--- src/rtl/mem_access_ctrl.sv ---
// Memory-side MAR/MDR stage: sequences wait-stated read/write strobes into the 512x32 RAM.
// Optional write-verify read-back is enabled by defining MEM_WRITE_VERIFY_EN.
module mem_access_ctrl #(
    parameter int WAIT_STATES = 2,
    parameter int ADDR_W      = 9,
    parameter int DATA_W      = 32
) (
    input  logic              clock,
    input  logic              clear,
    input  logic              MARin,
    input  logic              MDRin,
    input  logic              Read,
    input  logic              Write,
    input  logic [DATA_W-1:0] BusMuxOut,
    input  logic [DATA_W-1:0] Mdatain,
    output logic [ADDR_W-1:0] ram_address,
    output logic              ram_read,
    output logic              ram_write,
    output logic [DATA_W-1:0] ram_wdata,
    output logic [DATA_W-1:0] MDR_out,
    output logic              busy,
    output logic              done,
    output logic              verify_err
);

    localparam int CW = (WAIT_STATES == 0) ? 1 : $clog2(WAIT_STATES + 1);
    localparam logic [CW-1:0] CNT_LOAD = CW'(WAIT_STATES);

    typedef enum logic [2:0] {
        IDLE = 3'd0,
        RD   = 3'd1,
        WR   = 3'd2,
`ifdef MEM_WRITE_VERIFY_EN
        WV   = 3'd3,
`endif
        DONE = 3'd4
    } state_t;

    state_t            r_state;
    logic [CW-1:0]     r_cnt;
    logic [ADDR_W-1:0] r_mar;
    logic [DATA_W-1:0] r_mdr;
    logic              r_read;
    logic              r_write;
    logic              r_busy;
    logic              r_done;
    logic              r_verr;
    logic              w_last;

    assign w_last      = (r_cnt == '0);
    assign ram_address = r_mar;
    assign ram_wdata   = r_mdr;
    assign MDR_out     = r_mdr;
    assign ram_read    = r_read;
    assign ram_write   = r_write;
    assign busy        = r_busy;
    assign done        = r_done;
`ifdef MEM_WRITE_VERIFY_EN
    assign verify_err  = r_verr;
`else
    assign verify_err  = 1'b0;
`endif

    always_ff @(posedge clock or posedge clear) begin
        if (clear) begin
            r_state <= IDLE;
            r_cnt   <= '0;
            r_mar   <= '0;
            r_mdr   <= '0;
            r_read  <= 1'b0;
            r_write <= 1'b0;
            r_busy  <= 1'b0;
            r_done  <= 1'b0;
            r_verr  <= 1'b0;
        end else begin
            case (r_state)
                IDLE: begin
                    r_done <= 1'b0;
                    // Loads land on this edge, so a same-cycle request sees them when the strobe rises.
                    if (MARin) r_mar <= BusMuxOut[ADDR_W-1:0];
                    if (MDRin) r_mdr <= BusMuxOut;
                    if (Read && !Write) begin
                        r_state <= RD;
                        r_cnt   <= CNT_LOAD;
                        r_read  <= 1'b1;
                        r_busy  <= 1'b1;
                        r_verr  <= 1'b0;
                    end else if (Write && !Read) begin
                        r_state <= WR;
                        r_cnt   <= CNT_LOAD;
                        r_write <= 1'b1;
                        r_busy  <= 1'b1;
                        r_verr  <= 1'b0;
                    end
                end
                RD: begin
                    if (w_last) begin
                        r_mdr   <= Mdatain;
                        r_read  <= 1'b0;
                        r_done  <= 1'b1;
                        r_state <= DONE;
                    end else begin
                        r_cnt <= r_cnt - 1'b1;
                    end
                end
                WR: begin
                    if (w_last) begin
                        r_write <= 1'b0;
`ifdef MEM_WRITE_VERIFY_EN
                        r_read  <= 1'b1;
                        r_cnt   <= CNT_LOAD;
                        r_state <= WV;
`else
                        r_done  <= 1'b1;
                        r_state <= DONE;
`endif
                    end else begin
                        r_cnt <= r_cnt - 1'b1;
                    end
                end
`ifdef MEM_WRITE_VERIFY_EN
                WV: begin
                    if (w_last) begin
                        if (Mdatain != r_mdr) r_verr <= 1'b1;
                        r_read  <= 1'b0;
                        r_done  <= 1'b1;
                        r_state <= DONE;
                    end else begin
                        r_cnt <= r_cnt - 1'b1;
                    end
                end
`endif
                DONE: begin
                    r_done  <= 1'b0;
                    r_busy  <= 1'b0;
                    r_state <= IDLE;
                end
                default: begin
                    r_read  <= 1'b0;
                    r_write <= 1'b0;
                    r_done  <= 1'b0;
                    r_busy  <= 1'b0;
                    r_state <= IDLE;
                end
            endcase
        end
    end

endmodule

--- config.mk ---
export PLATFORM = sky130hd
export DESIGN_NAME = mem_access_ctrl
export DESIGN_NICKNAME = d
export VERILOG_FILES = /design/src/rtl/mem_access_ctrl.sv
export SDC_FILE = /design/constraint.sdc
export NUM_CORES = 1
export LEC_CHECK = 0
export BUFFER_PORTS_ARGS = -buffer_cell sky130_fd_sc_hd__buf_2
export CORE_UTILIZATION = 45
export DETAILED_ROUTE_END_ITERATION = 12
export PLACE_DENSITY = 0.86
export RECOVER_POWER = 25
export SETUP_SLACK_MARGIN = 0.1
export SLEW_MARGIN = 20
export SYNTH_ARGS = -nofsm -noshare
export SYNTH_HDL_FRONTEND = slang
export SYNTH_SLANG_ARGS = --single-unit
--- constraint.sdc ---
create_clock -name clock -period 2.7 [get_ports clock]
set_input_delay 0.135 -clock clock [delete_from_list [all_inputs] [get_ports clock]]
set_output_delay 0.135 -clock clock [all_outputs]
set_load 0.05 [all_outputs]
# --- Word-level counts from Yosys, hierarchy flattened ---
# Cells that the tools add are included.
word_totals:
  regBits: 50
  input_bits: 70
  out_inout_bits: 78
classes:
  add_sub_neg: 1
  eq_ne: 12
  mux: 21
  bitwise: 3
  n_reduce_logical: 18
ops:
  columns: ["cell", "n"]
  rows:
  - ["$mux W32", 2]
  - ["$pmux W32 S2", 1]
  - ["$ne A2 B2 Y1 const B", 7]
  - ["$mux W3", 3]
  - ["$reduce_and A3 Y1", 3]
  - ["$mux W1", 7]
  - ["$mux W2", 3]
  - ["$pmux W1 S3", 2]
  - ["$pmux W3 S2", 1]
  - ["$reduce_and A2 Y1", 3]
  - ["$reduce_or A2 Y1", 3]
  - ["$pmux W2 S2", 1]
  - ["$reduce_and A4 Y1", 1]
  - ["$reduce_bool A2 Y1", 2]
  - ["$eq A3 B1 Y1 const B", 1]
  - ["$eq A3 B2 Y1 const B", 1]
  - ["$eq A3 B3 Y1 const B", 1]
  - ["$logic_not A3 Y1", 1]
  - ["$ne A3 B3 Y1 const B", 1]
  - ["$not A1 Y1", 3]
  - ["$logic_and A1 B1 Y1", 2]
  - ["$logic_not A1 Y1", 2]
  - ["$logic_not A2 Y1", 1]
  - ["$ne A2 B1 Y1 const B", 1]
  - ["2 further kinds", 2]

# --- Longest topological paths before layout ---
logic_depth:
  word_depth: 5
  mapped_depth: 7

# --- Worst setup path after synthesis ---
# No wires, ideal clock.
synth_path:
  path_type: "reg2reg"
  startpoint: "register r_state[0]"
  endpoint: "register r_mar[0] (netlist: ram_address[0])"
  arrival_ns: 1.311
  slack_ns: 1.261
  stages_incl_launch_ff: 6
  n_path_buf: 2
  period_less_slack_ns: 1.439
  cell_sequence: "dfrtp_1 buf_4 nor3_4 and2_1 buf_4 mux2_1"
synth_via:
  elab_chain_len: 2
synth_rtl:
  columns: ["item", "line", "text"]
  rows:
  - ["start: declaration", "39", "state_t r_state;"]
  - ["start signal: assignment", "66", "r_state <= IDLE;"]
  - ["start signal: assignment", "83", "r_state <= RD;"]
  - ["start signal: assignment", "89", "r_state <= WR;"]
  - ["$logic_not A3 Y1", "76", "case (r_state)"]
  - ["$reduce_and A2 Y1 (no source line)", null, null]
  - ["end signal: assignment", "80", "if (MARin) r_mar <= BusMuxOut[ADDR_W-1:0];"]
  - ["end: declaration", "41", "logic [ADDR_W-1:0] r_mar;"]
# No other way between the ends.
# A chain may end at the register's enable or synchronous reset.

# --- Final worst setup path ---
layout_path:
  startpoint: "register r_state[1]"
  endpoint: "register r_mar[2] (netlist: ram_address[2])"
# The elaborated chain is that of the path after synthesis.

==> flow_metrics.py <==
metrics = {
    "status": {
        "status": "finished, violations left",
        "violations": "max-capacitance violations, max-slew violations",
    },
    "sta": {
        "period_minus_slack_ns": 1.79,
        "fin_skew_ns": 0.00903,
        "relSlewSlack_pct": -45.8,
        "finalSetupViolCount": 0,
        "final_max_slew_viol_count": 51,
        "setup_tns_ns": 0,
        "rsz0062_at_grt": "no",
        "final.setup.worst_slack_ns": 0.910,
        "worst_pin_slew_ns": 2.18,
        "clock.fmax_ghz": 0.559,
        "finalHoldViolCount": 0,
        "period_share_pct": 66.3,
    },
    "grt": {
        "grt_pass1_vias": 1971,
        "grt_overflow": 0,
        "grt_pass1_wl_um": 8790,
        "track_usage_pct": 18.2,
        "grt_max_degree": 51,
        "antenna_found_initial": 0,
    },
    "placement": {
        "place_hpwl_um": 4090,
        "place.gp.congestion": 0.751,
        "post-place-ws_ns": 0.903,
        "io_buffers": 146,
    },
    "drt": {
        "wl_met1_um": 2140,
        "drt_iter0_drc": 51,
        "wl_met3_um": 321,
        "wl_met2_um": 2840,
        "drt_first_pass_iters": 4,
        "drc": 0,
        "antenna_left": 0,
        "wl_um": 5370,
        "via_per_inst": 4.76,
        "top_layer_used": "met4",
        "num_vias": 2050,
        "wl_per_cell_um": 12.5,
    },
    "cts": {
        "clock_latency_ns": 0.30,
        "clock-sinks": 50,
        "cts_buffers": 5,
        "h-tree-depth": 2,
        "cts_tree": "done",
        "cts-root-buf": "clkbuf_8",
        "post_cts_buffers": 0,
        "clkTransAtPathRegs_ns": 0.09,
        "cts_buffer_depth": 2,
        "cts_resized": 0,
        "cts_hold_buf": 0,
    },
    "flow_run": {
        "max_cap_viol_count": 1,
    },
    "cells_and_area": {
        "diodes": 0,
        "synthToLayoutAreaGrowth_pct": 20.4,
        "nets": 431,
        "layout_commonest_cell": "buf_2",
        "drive_gt1_share_pct": 45.1,
        "layout_common_cells": "buf_2 (146), dfrtp_1 (50), nand2_1 (36), mux2i_1 (32), o21ai_1 (32)",
    },
    "setup_path": {
        "path_class": "register to register",
        "cp-end-kind": "register",
        "worstPathMaxFanout": 9,
        "start_kind": "register",
        "crit_required_ns": 2.89,
        "cp.arrival_ns": 1.98,
        "regToRegSetupSlack_ns": 0.91,
    },
    "yosys": {
        "synthCells": 250,
        "synth_edf_count": 0,
        "ys_warn_count": 0,
        "synthXorXnorAreaFrac_pct": 0.330,
        "synth.top_cell.area_share_pct": 47.2,
        "synth-adder-area-share_pct": 1.42,
        "yosysTopAreaCell": "dfrtp_1",
        "muxShareOfSynthArea_pct": 16.5,
        "synth_area_sq_mm": 0.00265,
        "yosys-top-cells-area": "dfrtp_1 (47%), mux2i_1 (12%), buf_4 (10%)",
        "ys_ff_latch": 50,
        "synth_simple_gate_area_share_pct": 9.10,
        "synth.distinct_cells": 32,
        "synth_top_family_by_area": "multiplexers",
        "syn-num-nets": 323,
        "seq_area_frac_synth_pct": 47.2,
        "synth-compound-area-share_pct": 9.72,
        "synth_area_per_cell_sq_um": 10.6,
        "synthFlopType": "dfrtp_1",
        "ys_async_sr_fraction_pct": 100,
    },
    "die": {
        "die-area_sq_mm": 0.00621,
        "core-area_sq_mm": 0.00561,
        "die_h_um": 78.8,
        "std_cell_rows": 27,
        "io_pins": 148,
        "start_util_pct": 47.3,
        "die_x_um": 78.8,
    },
    "hold_path": {
        "hp-class": "input pin to register",
    },
}
[kinds of logic (layout without fill, tap and decap cells)]
group,after synthesis,after routing
buffers and inverters,55,164
and+or+nand+nor,51,51
DFF,50,50
AOI/OAI and AO/OA,47,47
muxes,42,42
adders and majority gates,3,3
other,1,1
xor gates and xnor gates,1,1
[final timing paths]
kind,startpoint,end,cells after the start
setup / recovery,r_state[1],ram_address[2],3
hold reg to reg,done,done,1
max in group asynchronous,clear,MDR_out[11],2
setup reg to reg,r_state[1],ram_address[2],3
hold / removal,BusMuxOut[4],ram_address[4],2
min in group asynchronous,clear,busy,2
[critical path, cell delays in order (launching register included)]
cell and delay, ns:
dfrtp_1 0.55, nor3_4 0.29, and2_1 0.45, mux2_1 0.38
[per-stage QoR]
step	cell area [sq um]	std cells	hold WS [ns]	util [%]
3_3_place_gp	3100	423	0.368	55.3
4_1_cts	3190	431	0.0490	56.9
5_1_grt	3190	431	0.0554	57.0
6_report	3190	431	0.0612	57.0
3_5_place_dp	3100	423	0.375	55.3
2_1_floorplan	2650	250	0.270	-
[registers in the layout, indices dropped and copies added (netlist names)]
register / count
done: 1
ram_read: 1
ram_write: 1
busy: 1
r_state: 3
r_cnt: 2
MDR_out: 32
ram_address: 9
[synthesized netlist by cell type, types with 2 or more instances]
library cell  count
dfrtp_1          50
buf_2             5
buf_12            3
mux2_1            9
o21ai_1          32
buf_4            37
ha_1              3
o21a_1            2
nor3_1            3
buf_6             2
nand2_1          36
o21ai_0           2
nor2_1            4
a21oi_1           6
inv_1             8
mux2i_1          32
[routing by layer]
layer	global-route usage (%)	vias up
met5	0	-
met4	6.30	0
met3	3.91	8
met2	34.1	84
met1	20.2	942
li1	-	1016
[area by class of cell]
class	count	area (sq um)
flip-flops and latches	50	1250
multi-input cells	145	986
repair buffers	148	746
clock buffers	5	68.8
inverters	8	31.3
well taps	72	90.1
clock inverters	3	21.3
fillers	519	2410
Power is left out: the tool's default activity adds up to more than one toggle a clock period on the data nets, which glitch-free logic cannot reach.
